**src/rtl/seg7_pkg.sv**
```systemverilog
// Shared definitions for the 7-segment display path: active-low segment
// patterns, active-low digit-select codes and the receiver FSM encoding.
package seg7_pkg;

    // Active-low segment patterns, bit0=a .. bit6=g (dp not included)
    localparam logic [6:0] SEG_0 = 7'h40;
    localparam logic [6:0] SEG_1 = 7'h79;
    localparam logic [6:0] SEG_2 = 7'h24;
    localparam logic [6:0] SEG_3 = 7'h30;
    localparam logic [6:0] SEG_4 = 7'h19;
    localparam logic [6:0] SEG_5 = 7'h12;
    localparam logic [6:0] SEG_6 = 7'h02;
    localparam logic [6:0] SEG_7 = 7'h78;
    localparam logic [6:0] SEG_8 = 7'h00;
    localparam logic [6:0] SEG_9 = 7'h10;

    // Active-low one-hot digit selects
    localparam logic [3:0] SEL_D0   = 4'b1110;
    localparam logic [3:0] SEL_D1   = 4'b1101;
    localparam logic [3:0] SEL_D2   = 4'b1011;
    localparam logic [3:0] SEL_D3   = 4'b0111;
    localparam logic [3:0] SEL_NONE = 4'b1111;

    typedef enum logic [1:0] {
        IDLE  = 2'd0,
        DWELL = 2'd1,
        HELD  = 2'd2
    } rx_state_t;

    typedef struct packed {
        logic       vld;
        logic [1:0] idx;
    } sel_t;

    // Map a digit-select code to a slot index; anything not one-hot-low is invalid
    function automatic sel_t sel_decode(input logic [3:0] bits);
        sel_t r;
        case (bits)
            SEL_D0:  r = '{vld: 1'b1, idx: 2'd0};
            SEL_D1:  r = '{vld: 1'b1, idx: 2'd1};
            SEL_D2:  r = '{vld: 1'b1, idx: 2'd2};
            SEL_D3:  r = '{vld: 1'b1, idx: 2'd3};
            default: r = '{vld: 1'b0, idx: 2'd0};
        endcase
        return r;
    endfunction

endpackage

```
**src/rtl/seg4_scan_rx_if.sv**
```systemverilog
// Display bus plus recovered-word outputs of the scan receiver.
interface seg4_scan_rx_if;
    logic [7:0]  sm_seg;
    logic [3:0]  sm_bit;
    logic [15:0] digits;
    logic        digits_vld;
    logic        frame_err;
    logic        no_signal;

    // Side that drives the display bus and watches the recovered word
    modport master (
        output sm_seg, sm_bit,
        input  digits, digits_vld, frame_err, no_signal
    );

    // Receiver side
    modport slave (
        input  sm_seg, sm_bit,
        output digits, digits_vld, frame_err, no_signal
    );
endinterface

```
**src/rtl/seg7_pattern_decode.sv**
```systemverilog
// Combinational 7-segment pattern to BCD digit decoder; unknown patterns give F + bad.
module seg7_pattern_decode
    import seg7_pkg::*;
(
    input  logic [6:0] i_pat,
    output logic [3:0] o_val,
    output logic       o_bad
);

    // Look the pattern up against the shared digit table
    always_comb begin
        o_val = 4'hF;
        o_bad = 1'b1;
        case (i_pat)
            SEG_0:   begin o_val = 4'd0; o_bad = 1'b0; end
            SEG_1:   begin o_val = 4'd1; o_bad = 1'b0; end
            SEG_2:   begin o_val = 4'd2; o_bad = 1'b0; end
            SEG_3:   begin o_val = 4'd3; o_bad = 1'b0; end
            SEG_4:   begin o_val = 4'd4; o_bad = 1'b0; end
            SEG_5:   begin o_val = 4'd5; o_bad = 1'b0; end
            SEG_6:   begin o_val = 4'd6; o_bad = 1'b0; end
            SEG_7:   begin o_val = 4'd7; o_bad = 1'b0; end
            SEG_8:   begin o_val = 4'd8; o_bad = 1'b0; end
            SEG_9:   begin o_val = 4'd9; o_bad = 1'b0; end
            default: begin o_val = 4'hF; o_bad = 1'b1; end
        endcase
    end

endmodule

```
**src/rtl/seg4_scan_rx.sv**
```systemverilog
// 4-digit multiplexed 7-segment scan receiver: synchronises the display bus,
// captures each digit once per stable dwell and reassembles the 16-bit word.
module seg4_scan_rx
    import seg7_pkg::*;
#(
    parameter int STABLE_CYC  = 256,
    parameter int TIMEOUT_CYC = 2400000
) (
    input  logic clk_24m,
    input  logic rst_n,
    seg4_scan_rx_if.slave bus
);

    localparam int SW = $clog2(STABLE_CYC);
    localparam int IW = $clog2(TIMEOUT_CYC + 1);
    localparam logic [SW-1:0] STAB_LAST = SW'(STABLE_CYC - 1);
    localparam logic [IW-1:0] IDLE_LAST = IW'(TIMEOUT_CYC - 1);
    localparam logic [IW-1:0] IDLE_MAX  = IW'(TIMEOUT_CYC);

    logic [7:0]       r_seg_m, r_seg_s, r_seg_p;
    logic [3:0]       r_bit_m, r_bit_s, r_bit_p;
    rx_state_t        r_state, w_state_nx;
    logic [SW-1:0]    r_stab;
    logic [IW-1:0]    r_idle;
    logic [3:0][3:0]  r_slot;
    logic [3:0]       r_mask, r_err;
    logic [15:0]      r_digits;
    logic             r_vld, r_ferr, r_nosig;

    sel_t             w_sel;
    logic             w_change;
    logic             w_capture;
    logic             w_timeout;
    logic             w_frame_done;
    logic [3:0]       w_cap_bit;
    logic [3:0]       w_val;
    logic             w_bad;

    seg7_pattern_decode u_dec (
        .i_pat (r_seg_s[6:0]),
        .o_val (w_val),
        .o_bad (w_bad)
    );

    assign w_sel        = sel_decode(r_bit_s);
    assign w_change     = (r_seg_s != r_seg_p) || (r_bit_s != r_bit_p);
    assign w_frame_done = (r_mask == 4'hF);
    assign w_timeout    = (r_idle == IDLE_LAST) && !w_capture;
    assign w_cap_bit    = w_capture ? (4'b0001 << w_sel.idx) : 4'b0000;

    // Two-flop synchronisers plus a previous-sample copy for change detection
    always_ff @(posedge clk_24m or negedge rst_n) begin
        if (!rst_n) begin
            r_seg_m <= 8'hFF;
            r_seg_s <= 8'hFF;
            r_seg_p <= 8'hFF;
            r_bit_m <= 4'hF;
            r_bit_s <= 4'hF;
            r_bit_p <= 4'hF;
        end else begin
            r_seg_m <= bus.sm_seg;
            r_seg_s <= r_seg_m;
            r_seg_p <= r_seg_s;
            r_bit_m <= bus.sm_bit;
            r_bit_s <= r_bit_m;
            r_bit_p <= r_bit_s;
        end
    end

    // FSM state register
    always_ff @(posedge clk_24m or negedge rst_n) begin
        if (!rst_n) begin
            r_state <= IDLE;
        end else begin
            r_state <= w_state_nx;
        end
    end

    // FSM next-state: any bus change restarts the dwell or drops to IDLE on a bad select
    always_comb begin
        w_state_nx = r_state;
        case (r_state)
            IDLE: begin
                if (w_sel.vld) w_state_nx = DWELL;
                else           w_state_nx = IDLE;
            end
            DWELL: begin
                if (w_change)                w_state_nx = w_sel.vld ? DWELL : IDLE;
                else if (r_stab == STAB_LAST) w_state_nx = HELD;
                else                          w_state_nx = DWELL;
            end
            HELD: begin
                if (w_change) w_state_nx = w_sel.vld ? DWELL : IDLE;
                else          w_state_nx = HELD;
            end
            default: w_state_nx = IDLE;
        endcase
    end

    // FSM output: single capture strobe at the end of an unbroken dwell
    always_comb begin
        w_capture = 1'b0;
        if ((r_state == DWELL) && !w_change && (r_stab == STAB_LAST)) w_capture = 1'b1;
        else                                                          w_capture = 1'b0;
    end

    // Stability counter: counts unchanged samples while dwelling, zero otherwise
    always_ff @(posedge clk_24m or negedge rst_n) begin
        if (!rst_n) begin
            r_stab <= '0;
        end else if ((r_state == DWELL) && !w_change && (r_stab != STAB_LAST)) begin
            r_stab <= r_stab + SW'(1);
        end else begin
            r_stab <= '0;
        end
    end

    // Slot storage; a recapture of the same digit simply overwrites it
    always_ff @(posedge clk_24m or negedge rst_n) begin
        if (!rst_n) begin
            r_slot <= '0;
        end else if (w_capture) begin
            r_slot[w_sel.idx] <= w_val;
        end else begin
            r_slot <= r_slot;
        end
    end

    // Frame mask/error bits; completion or timeout starts a new frame seeded by any same-cycle capture
    always_ff @(posedge clk_24m or negedge rst_n) begin
        if (!rst_n) begin
            r_mask <= 4'h0;
            r_err  <= 4'h0;
        end else if (w_frame_done || w_timeout) begin
            r_mask <= w_cap_bit;
            r_err  <= w_bad ? w_cap_bit : 4'h0;
        end else begin
            r_mask <= r_mask | w_cap_bit;
            r_err  <= (r_err & ~w_cap_bit) | (w_bad ? w_cap_bit : 4'h0);
        end
    end

    // Word delivery: registered word, error flag and one-cycle valid pulse
    always_ff @(posedge clk_24m or negedge rst_n) begin
        if (!rst_n) begin
            r_digits <= 16'h0000;
            r_ferr   <= 1'b0;
            r_vld    <= 1'b0;
        end else if (w_frame_done) begin
            r_digits <= r_slot;
            r_ferr   <= |r_err;
            r_vld    <= 1'b1;
        end else begin
            r_vld    <= 1'b0;
        end
    end

    // Idle watchdog: saturating count since the last capture, drives no_signal
    always_ff @(posedge clk_24m or negedge rst_n) begin
        if (!rst_n) begin
            r_idle  <= '0;
            r_nosig <= 1'b1;
        end else if (w_capture) begin
            r_idle  <= '0;
            r_nosig <= 1'b0;
        end else begin
            if (r_idle != IDLE_MAX) r_idle <= r_idle + IW'(1);
            else                    r_idle <= r_idle;
            if (w_timeout) r_nosig <= 1'b1;
            else           r_nosig <= r_nosig;
        end
    end

    assign bus.digits     = r_digits;
    assign bus.digits_vld = r_vld;
    assign bus.frame_err  = r_ferr;
    assign bus.no_signal  = r_nosig;

endmodule

```
**src/flat_wrapper.sv**
```systemverilog
// flat-port wrapper written by rule: the top's interface ports become plain ports
module seg4_scan_rx_flat import seg7_pkg::*;
#(
    parameter int STABLE_CYC  = 256,
    parameter int TIMEOUT_CYC = 2400000
)
  (clk_24m, rst_n, bus_sm_seg, bus_sm_bit, bus_digits, bus_digits_vld, bus_frame_err, bus_no_signal);
  seg4_scan_rx_if bus_i ();
  input  logic clk_24m;
  input  logic rst_n;
  input wire logic [$bits(bus_i.sm_seg)-1:0] bus_sm_seg;
  input wire logic [$bits(bus_i.sm_bit)-1:0] bus_sm_bit;
  output wire logic [$bits(bus_i.digits)-1:0] bus_digits;
  output wire logic [$bits(bus_i.digits_vld)-1:0] bus_digits_vld;
  output wire logic [$bits(bus_i.frame_err)-1:0] bus_frame_err;
  output wire logic [$bits(bus_i.no_signal)-1:0] bus_no_signal;
  assign bus_i.sm_seg = bus_sm_seg;
  assign bus_i.sm_bit = bus_sm_bit;
  assign bus_digits = bus_i.digits;
  assign bus_digits_vld = bus_i.digits_vld;
  assign bus_frame_err = bus_i.frame_err;
  assign bus_no_signal = bus_i.no_signal;
  seg4_scan_rx #(.STABLE_CYC(STABLE_CYC), .TIMEOUT_CYC(TIMEOUT_CYC)) u_core (.clk_24m(clk_24m), .rst_n(rst_n), .bus(bus_i));
endmodule
```
**config.mk**
```make
export PLATFORM = sky130hd
export DESIGN_NAME = seg4_scan_rx_flat
export DESIGN_NICKNAME = d
export VERILOG_FILES = /design/src/rtl/seg7_pkg.sv /design/src/rtl/seg4_scan_rx_if.sv /design/src/rtl/seg7_pattern_decode.sv /design/src/rtl/seg4_scan_rx.sv /design/src/flat_wrapper.sv
export SDC_FILE = /design/constraint.sdc
export NUM_CORES = 1
export LEC_CHECK = 0
export BUFFER_PORTS_ARGS = -buffer_cell sky130_fd_sc_hd__buf_2
export CORE_MARGIN = 5
export CORE_UTILIZATION = 42
export CTS_BUF_LIST = sky130_fd_sc_hd__clkbuf_4 sky130_fd_sc_hd__clkbuf_8
export DETAILED_ROUTE_END_ITERATION = 12
export PLACE_DENSITY = 0.59
export SLEW_MARGIN = 20
export SYNTH_ARGS = -nofsm -noshare
export SYNTH_HDL_FRONTEND = slang
export SYNTH_SLANG_ARGS = --single-unit
```
**constraint.sdc**
```tcl
create_clock -name clk_24m -period 2.9 [get_ports clk_24m]
set_clock_uncertainty 0.05 [all_clocks]
set_input_delay 0.29 -clock clk_24m [delete_from_list [all_inputs] [get_ports clk_24m]]
set_output_delay 0.29 -clock clk_24m [all_outputs]
set_load 0.01 [all_outputs]
```
==> flow_metrics.env <==
export IMPL_wl_per_cell_microns=14.3
export IMPL_cp_max_fo=11
export IMPL_layout_drive_gt1_share=0.249
export IMPL_drtIter0Drc=161
export IMPL_synth_flop_cell="dfrtp_1"
export IMPL_critPathCapture="u_core.r_slot[14]"
export IMPL_hold_ws_ps=306
export IMPL_antenna_found_initial=0
export IMPL_final_cell_mix="74 x dfrtp_1, 68 x nand2_1, 39 x nor2_1"
export IMPL_antenna_cells=0
export IMPL_synth_cell_types=55
export IMPL_clkSinkCount=111
export IMPL_synth_seq_cells=111
export IMPL_cts_root_buffer="clkbuf_8"
export IMPL_cp_top_family="simple AND/OR/NAND/NOR gates"
export IMPL_cap_violations=0
export IMPL_path_clk_slew_ps=100
export IMPL_grt_pass1_vias=3349
export IMPL_fin_nets=502
export IMPL_dr_pass1_iters=4
export IMPL_reg2reg_slack_ps=330
export IMPL_track_usage=0.140
export IMPL_setup_tns_ps=0
export IMPL_avgSynthCellArea_sq_um=11.1
export IMPL_fmax_mhz=390
export IMPL_slew_viol_final=0
export IMPL_grt_overflow=0
export IMPL_power_density_mw_per_mm2=494
export IMPL_fin_crit_sh=0.885
export IMPL_dieArea_sq_mm=0.0139
export IMPL_r2r_start="u_core.r_seg_s[6]"
export IMPL_crit_start="u_core.r_seg_s[6]"
export IMPL_instances_no_fill=633
export IMPL_ctsLongestPathBuffers=2
export IMPL_rsz0062_at_grt="false"
export IMPL_die_y_microns=118
export IMPL_cts_buffers=9
export IMPL_cp_arrival_ps=2780
export IMPL_tritoncts="yes"
export IMPL_syn_area_sq_mm=0.00487
export IMPL_rows=39
export IMPL_status="completed"
export IMPL_start_util=0.428
export IMPL_synth_edf_count=0
export IMPL_r2r_cells=5
export IMPL_fin_area_sq_mm=0.00552
export IMPL_cts_hold_buf=13
export IMPL_postSynthNetCount=457
export IMPL_start_kind="flop"
export IMPL_post_dp_hpwl_microns=6250
export IMPL_cp_num_buf_inv=0
export IMPL_gp_congestion=0.818
export IMPL_area_growth_pct=13.2
export IMPL_layout_commonest_cell="dfrtp_1"
export IMPL_max_vdd_ir_drop_mv=0.409
export IMPL_post_cts_buffers=0
export IMPL_h_tree_depth=3
export IMPL_io_buffers=32
export IMPL_setup_viol=0
export IMPL_maxSlewHeadroom=0.555
export IMPL_clock_latency_ps=380
export IMPL_cp_depth=5
export IMPL_placedCellCount=604
export IMPL_wirelength_microns=9030
export IMPL_num_vias=3285
export IMPL_syn_inst=440
export IMPL_leakagePower_nw=2.44
export IMPL_critPathKind="reg2reg"
export IMPL_tightest_slew_ps=668
export IMPL_finalHoldViolCount=0
export IMPL_dpl_instance_area_sq_mm=0.00517
export IMPL_max_stage_delay_ps=630
export IMPL_cts_resized=0
export IMPL_vias_per_cell=5.19
export IMPL_min_path_type="reg2reg"
export IMPL_io_pins=33
export IMPL_drc=0
export IMPL_period_needed_ps=2570
export IMPL_die_x_microns=118
export IMPL_async_reset_ff_frac=1.00
export IMPL_nFillCells=1056
export IMPL_cp_required_ps=3120
export IMPL_path_cells="xnor2_1 > nand4_1 > or3_1 > nor4_4 > mux2_2"
export IMPL_min_from="u_core.r_bit_m[2]"
export IMPL_ys_warn_count=0
export IMPL_r2r_end="u_core.r_slot[14]"
export IMPL_coreArea_sq_mm=0.0114
export IMPL_ys_seq_area_frac=0.580
export IMPL_grt_pass1_wl_microns=16000
export IMPL_ant_nets=0
export IMPL_slowest_stage="dfstp_2"
export IMPL_grt_max_degree=62
export IMPL_worst_setup_path_end_kind="flop"
-- area by class of cell --
type	instances	area, sq um	share of cell area
clock buffers	11	151	0.0275
flip-flops and latches	111	2820	0.512
repair buffers	52	358	0.0649
well taps	143	179	0.0324
clock inverters	5	63.8	0.0116
multi-input cells	299	1890	0.343
inverters	12	45.0	0.00817
-- metal layers --
layer | part of all wire | routed length [microns] | global-route usage
met5 | 0 | 0 | 0
met4 | 0.020 | 179 | 0.0559
met3 | 0.033 | 300 | 0.0308
met1 | 0.49 | 4410 | 0.191
met2 | 0.46 | 4140 | 0.217
-- metrics by stage --
step	utilization	worst slack (ps)	power (mW)
6_report	0.485	334	2.73
3_5_place_dp	0.455	350	1.76
3_3_place_gp	0.455	406	1.76
4_1_cts	0.485	336	2.78
2_1_floorplan	-	560	1.71
5_1_grt	0.485	170	2.84
-- registers in the layout (all words and copies together) (netlist names), named ones only --
signal	count
u_core.bus.no_signal	1
u_core.r_idle	22
u_core.r_seg_s	8
u_core.bus.digits	16
u_core.r_slot	16
u_core.r_stab	8
u_core.r_mask	4
u_core.r_seg_m	8
u_core.bus.frame_err	1
u_core.r_bit_m	4
u_core.r_state	2
u_core.r_bit_s	4
u_core.r_seg_p	8
u_core.r_bit_p	4
u_core.bus.digits_vld	1
-- worst register-to-register path: stages, from the launching register on --
cell and delay (ps):
dfstp_2 630, xnor2_1 170, nand4_1 210, or3_1 610, nor4_4 410, mux2_2 380
-- synthesized netlist by cell type (all sizes together), types with 2 or more instances --
master	number	area share
a21oi	16	0.016
a31oi	7	0.0090
and2	3	0.0039
and3	2	0.0026
and4	3	0.0054
buf	13	0.018
clkbuf	5	0.0039
dfrtp	74	0.38
dfstp	37	0.20
ha	3	0.0077
inv	12	0.0092
mux2	10	0.023
nand2	68	0.052
nand2b	4	0.0051
nand3	15	0.016
nand3b	5	0.0077
nand4	11	0.014
nand4b	2	0.0036
nor2	39	0.030
nor3	13	0.015
nor4	8	0.021
nor4b	3	0.0054
o21ai	13	0.013
o2bb2ai	3	0.0080
o31a	2	0.0036
or2	3	0.0044
or3	10	0.013
or4	5	0.010
xnor2	29	0.058
xor2	8	0.014
-- worst min-delay path by stage --
| stage | endpoint | slack, ps | depth (start not counted) |
|---|---|---|---|
| global route | u_core.r_bit_s[2] | 310 | 0 |
| floorplan | async pin | -60 | 0 |
| global placement | u_core.r_seg_s[7] | 300 | 0 |
| CTS | u_core.r_bit_s[2] | 310 | 0 |
| detailed placement | u_core.r_seg_s[5] | 300 | 0 |
| finish | u_core.r_bit_s[2] | 310 | 0 |
-- kinds of logic after synthesis --
kind of cell             synth area share
multiplexers                       0.0252
XOR/XNOR                           0.0727
AND/OR/NAND/NOR                     0.217
AO/OA/AOI/OAI                      0.0642
flip-flops                          0.580
adder cells (fa/ha/maj)           0.00976
buffers and inverters              0.0313
-- report_power, final --
part	internal [mW]	switching [mW]
sequential	1.60	0.0285
clock	0.454	0.525
combinational	0.0522	0.0698
No activity file was read; power rests on OpenSTA's default activity.
